===== src/rtl/sd_cmd_tx.sv =====
// SD host command transmitter: serialises start/tx/index/arg/CRC7/end onto CMD,
// then releases the line for the Ncc gap and pulses done.
module sd_cmd_tx #(
  parameter int NCC_CYCLES = 8
) (
  input  logic        clk,
  input  logic        reset,
  input  logic        start,
  input  logic [5:0]  cmd_index,
  input  logic [31:0] argument,
  output logic        sd_cmd_out,
  output logic        sd_cmd_oe,
  output logic        busy,
  output logic        done
);

  typedef enum logic [2:0] {S_IDLE, S_FRAME, S_CRC, S_END, S_GAP} state_t;

  state_t      state, nxt;
  logic [39:0] sr;
  logic [6:0]  crc;
  logic [5:0]  cnt;
  logic [7:0]  gcnt;
  logic        done_r;
  logic        fb;

  assign fb = crc[6] ^ sr[39];

  always_ff @(posedge clk or negedge reset) begin
    if (!reset) state <= S_IDLE;
    else        state <= nxt;
  end

  always_comb begin
    nxt        = state;
    sd_cmd_out = 1'b1;
    sd_cmd_oe  = 1'b0;
    busy       = (state != S_IDLE);
    done       = done_r;
    case (state)
      S_IDLE:  if (start) nxt = S_FRAME;
      S_FRAME: begin
        sd_cmd_out = sr[39];
        sd_cmd_oe  = 1'b1;
        if (cnt == 6'd0) nxt = S_CRC;
      end
      S_CRC: begin
        sd_cmd_out = crc[6];
        sd_cmd_oe  = 1'b1;
        if (cnt == 6'd0) nxt = S_END;
      end
      S_END: begin
        sd_cmd_oe = 1'b1;
        nxt       = S_GAP;
      end
      S_GAP:   if (gcnt == 8'(NCC_CYCLES - 1)) nxt = S_IDLE;
      default: nxt = S_IDLE;
    endcase
  end

  // Datapath: shift register, CRC, counters, and the one-cycle done flag.
  always_ff @(posedge clk or negedge reset) begin
    if (!reset) begin
      sr     <= '0;
      crc    <= '0;
      cnt    <= '0;
      gcnt   <= '0;
      done_r <= 1'b0;
    end else begin
      done_r <= 1'b0;
      case (state)
        S_IDLE: if (start) begin
          sr  <= {2'b01, cmd_index, argument};
          crc <= '0;
          cnt <= 6'd39;
        end
        S_FRAME: begin
          sr  <= {sr[38:0], 1'b0};
          crc <= {crc[5:0], 1'b0} ^ (fb ? 7'h09 : 7'h00);
          cnt <= (cnt == 6'd0) ? 6'd6 : cnt - 6'd1;
        end
        S_CRC: begin
          crc <= {crc[5:0], 1'b0};
          cnt <= cnt - 6'd1;
        end
        S_END: gcnt <= '0;
        S_GAP: begin
          gcnt <= gcnt + 8'd1;
          if (gcnt == 8'(NCC_CYCLES - 1)) done_r <= 1'b1;
        end
        default: ;
      endcase
    end
  end

endmodule


===== config.mk =====
export PLATFORM = sky130hd
export DESIGN_NAME = sd_cmd_tx
export DESIGN_NICKNAME = d
export VERILOG_FILES = /design/src/rtl/sd_cmd_tx.sv
export SDC_FILE = /design/constraint.sdc
export NUM_CORES = 1
export LEC_CHECK = 0
export BUFFER_PORTS_ARGS = -buffer_cell sky130_fd_sc_hd__buf_2
export CAP_MARGIN = 0
export CORE_MARGIN = 8
export CORE_UTILIZATION = 30
export CTS_BUF_LIST = sky130_fd_sc_hd__clkbuf_16
export CTS_CLUSTER_DIAMETER = 40
export DETAILED_ROUTE_END_ITERATION = 7
export GPL_ROUTABILITY_DRIVEN = 0
export PLACE_DENSITY = 0.44
export RECOVER_POWER = 50
export SLEW_MARGIN = 20
export SYNTH_ARGS = -nofsm -noshare
export SYNTH_HDL_FRONTEND = slang
export SYNTH_SLANG_ARGS = --single-unit
export TNS_END_PERCENT = 20

===== constraint.sdc =====
create_clock -name clk -period 2.05 [get_ports clk]
set_input_delay 0.5125 -clock clk [delete_from_list [all_inputs] [get_ports clk]]
set_output_delay 0.5125 -clock clk [all_outputs]
set_load 0.01 [all_outputs]

==> flow_metrics.py <==
metrics = {
    "status": {
        "status": "finished clean",
    },
    "timing": {
        "fmax_mhz": 515,
        "setup-violations-final": 0,
        "tightest_slew_ns": 1.13,
        "skew_ns": 0.00846,
        "period_minus_slack_ns": 1.94,
        "hold_viol": 0,
        "relSlewSlack_pct": 24.6,
        "finalMaxSlewViolations": 0,
        "rsz0062_at_grt": "no",
        "tns_ns": 0,
        "whs_ns": 0.385,
        "fin_crit_sh_pct": 94.7,
    },
    "drt": {
        "vias": 2307,
        "wl_per_cell_um": 13.6,
        "first_pass_iters": 4,
        "drc": 0,
        "routed_wl_mm": 6.62,
        "drt-vias-per-instance": 4.74,
        "ant_nets": 0,
        "drt_iter0_drc": 96,
    },
    "clock_tree": {
        "postCtsHoldBufs": 0,
        "post_cts_resized": 0,
        "htree_num_levels": 3,
        "clkTransAtPathRegs_ns": 0.06,
        "clkSinkCount": 65,
        "numCtsBuffers": 9,
        "cts.path.max_buffers": 2,
        "cts-root-buf": "clkbuf_16",
        "cts_tree": "done",
        "insertion_delay_ns": 0.33,
        "cts_setup_buffers": 0,
    },
    "hold_path": {
        "min_path_type": "in2async",
    },
    "global_route": {
        "grt_overflow": 0,
        "grt_use_met2_pct": 15.9,
        "busiest_layer": "met2",
        "grt_pass1_vias": 2354,
        "grt.met3_usage_pct": 3.95,
        "met1_usage_pct": 13.5,
        "track_usage_pct": 10.5,
        "antenna_found_initial": 0,
        "grt_pass1_wl_mm": 11.2,
        "grt_max_degree": 45,
    },
    "worst_setup_path": {
        "crit_family": "flip-flops",
        "r2r_cells": 5,
        "worstPathArrival_ns": 1.43,
        "crit_chain": "nand2b_2 > o22ai_2 > nand2b_1 > buf_2",
        "crit_slowest_cell": "dfrtp_1",
        "crit_fanout": 7,
        "required_ns": 1.54,
        "r2r-end": "state[0]$_DFFE_PN0P_",
        "r2r_setup_slack_ns": 0.19,
        "rr_startpoint": "cnt[0]$_DFFE_PN0P_",
        "end_kind": "output port",
        "crit_buf_inv": 1,
        "cpPeakStageDelay_ns": 0.45,
        "criticalPathCategory": "reg2out",
        "critical_path.startpoint_type": "flop",
    },
    "flow_run": {
        "max_cap_viol_count": 0,
    },
    "place": {
        "post-place-cells": 471,
        "dp_hpwl_mm": 4.61,
        "numPortBuffers": 44,
    },
    "finish": {
        "instances_no_fill": 487,
        "layout_common_cells": "65 x dfrtp_1, 49 x nand2_1, 42 x buf_2",
        "layout-drive-gt1-share_pct": 21.7,
        "area_growth_pct": 23.7,
        "layout_commonest_cell": "dfrtp_1",
        "diodes": 0,
        "nNetsFinal": 389,
        "final_util_pct": 37.4,
    },
    "power": {
        "comb_power_share_pct": 33.9,
        "p_sw_w": 0.00177,
        "sw_frac_of_total_pct": 34.5,
        "fin_total_pwr_w": 0.00513,
        "leakage_nw": 1.60,
        "p_clk_share_pct": 29.4,
        "vdd_drop_max_mv": 0.526,
        "p_per_area_nw_per_um2": 1350,
        "p_int_w": 0.00336,
        "seq_power_share_pct": 36.7,
    },
    "synth": {
        "postSynthNetCount": 340,
        "synthCells": 297,
        "synth_seq_area_share_pct": 53.1,
        "synth_edf_count": 0,
        "postSynthAreaPerCell_um2": 10.3,
        "synth_top_family_by_area": "compound AO/OA/AOI/OAI gates",
        "ys_ff_latch": 65,
        "synthAdderAreaFrac_pct": 0.816,
        "synth.cell_area_um2": 3070,
        "synth_xor_area_share_pct": 0.857,
        "synth_cell_types": 42,
        "synth.yosys.warnings": 0,
        "synthFlopType": "dfrtp_1",
        "synthSimpleGateAreaFrac_pct": 14.2,
        "synth-async-reset-ratio_pct": 100,
        "synth_compound_area_share_pct": 15.0,
        "synthMuxAreaShare_pct": 12.4,
    },
    "floorplanning": {
        "ios": 45,
        "rows": 37,
        "dieArea_um2": 13700,
        "chipHeight_um": 117,
        "die_w_um": 117,
        "initial_core_util_pct": 30.2,
        "coreArea_um2": 10100,
    },
}
## area by class of cell
cell class,count,area (um^2)
Tap cell,136,170
Timing Repair Buffer,56,340
Multi-Input combinational cell,210,1340
Inverter,4,15.0
Sequential cell,65,1630
Clock inverter,7,71.3
Fill cell,1045,6350
Clock buffer,9,225
## sequential cells by signal, summed over array words and instances, names as in the netlist
name   count
sr        40
done       1
gcnt       8
cnt        6
crc        7
state      3
## cell families (layout without fill, tap and decap cells)
kind of cell | count (synthesis) | in the layout
XOR/XNOR | 3 | 3
AND/OR/NAND/NOR | 91 | 91
AO/OA/AOI/OAI | 76 | 76
adder cells (fa/ha/maj) | 2 | 2
flip-flops | 65 | 65
multiplexers | 38 | 38
buffers and inverters | 22 | 76
## routing by layer
layer / wire length, um / share of wire, %
met1: 3100 / 47
met2: 3020 / 46
met3: 423 / 6.4
met4: 87 / 1.3
met5: 0 / 0
## how the worst max path moves through the flow
stage | depth (start not counted) | start | slack (ns) | endpoint
after detailed placement | 5 | cnt[0]$_DFFE_PN0P_ | 0.19 | state[0]$_DFFE_PN0P_
after global placement | 5 | cnt[0]$_DFFE_PN0P_ | 0.21 | state[0]$_DFFE_PN0P_
after CTS | 4 | state[1]$_DFFE_PN0P_ | 0.03 | sd_cmd_out
after global routing | 4 | state[1]$_DFFE_PN0P_ | 0.005 | sd_cmd_out
final | 4 | state[1]$_DFFE_PN0P_ | 0.11 | sd_cmd_out
after floorplan | 5 | cnt[0]$_DFFE_PN0P_ | 0.26 | state[0]$_DFFE_PN0P_
## power groups by stage
stage	Combinational, W	Clock, W	Sequential [W]
after global placement	0.00175	0	0.00190
after global routing	0.00200	0.00163	0.00193
after detailed placement	0.00178	0	0.00189
after CTS	0.00178	0.00158	0.00188
after floorplan	0.00127	0	0.00184
final	0.00174	0.00151	0.00188
## cell usage after synthesis (2+ instances only)
cell / n / area [um^2]
or3_1: 2 / 12.5
inv_1: 4 / 15.0
o31ai_1: 5 / 37.5
nand2_1: 49 / 184
buf_2: 2 / 10.0
nand4_1: 3 / 18.8
o22ai_1: 2 / 12.5
nand2b_1: 3 / 18.8
buf_6: 3 / 33.8
o21ai_1: 11 / 55.1
a21oi_1: 4 / 20.0
ha_1: 2 / 25.0
nor2_1: 12 / 45.0
a22o_1: 7 / 61.3
mux2i_1: 38 / 380
nand3_1: 5 / 25.0
dfrtp_1: 65 / 1630
clkbuf_1: 12 / 45.0
o211ai_1: 2 / 15.0
o21ai_0: 36 / 180
nor4_1: 2 / 12.5
xor2_1: 2 / 17.5
nor3b_1: 2 / 15.0
o311ai_0: 3 / 26.3
nor3_1: 3 / 15.0
and2_1: 2 / 12.5
## stage by stage
step | setup slack (ns) | instance area [um^2]
6_report | 0.108 | 3790
5_1_grt | 0.00532 | 3790
4_1_cts | 0.0297 | 3820
3_5_place_dp | 0.193 | 3520
3_3_place_gp | 0.214 | 3520
2_1_floorplan | 0.260 | 3070
## worst register-to-register path, cell delays in order, from the launching register on
cell,delay [ns]
dfrtp_1,0.38
inv_1,0.09
ha_1,0.20
or4b_4,0.51
or4_4,0.49
a21oi_2,0.11
No activity file was read; power rests on OpenSTA's default activity.
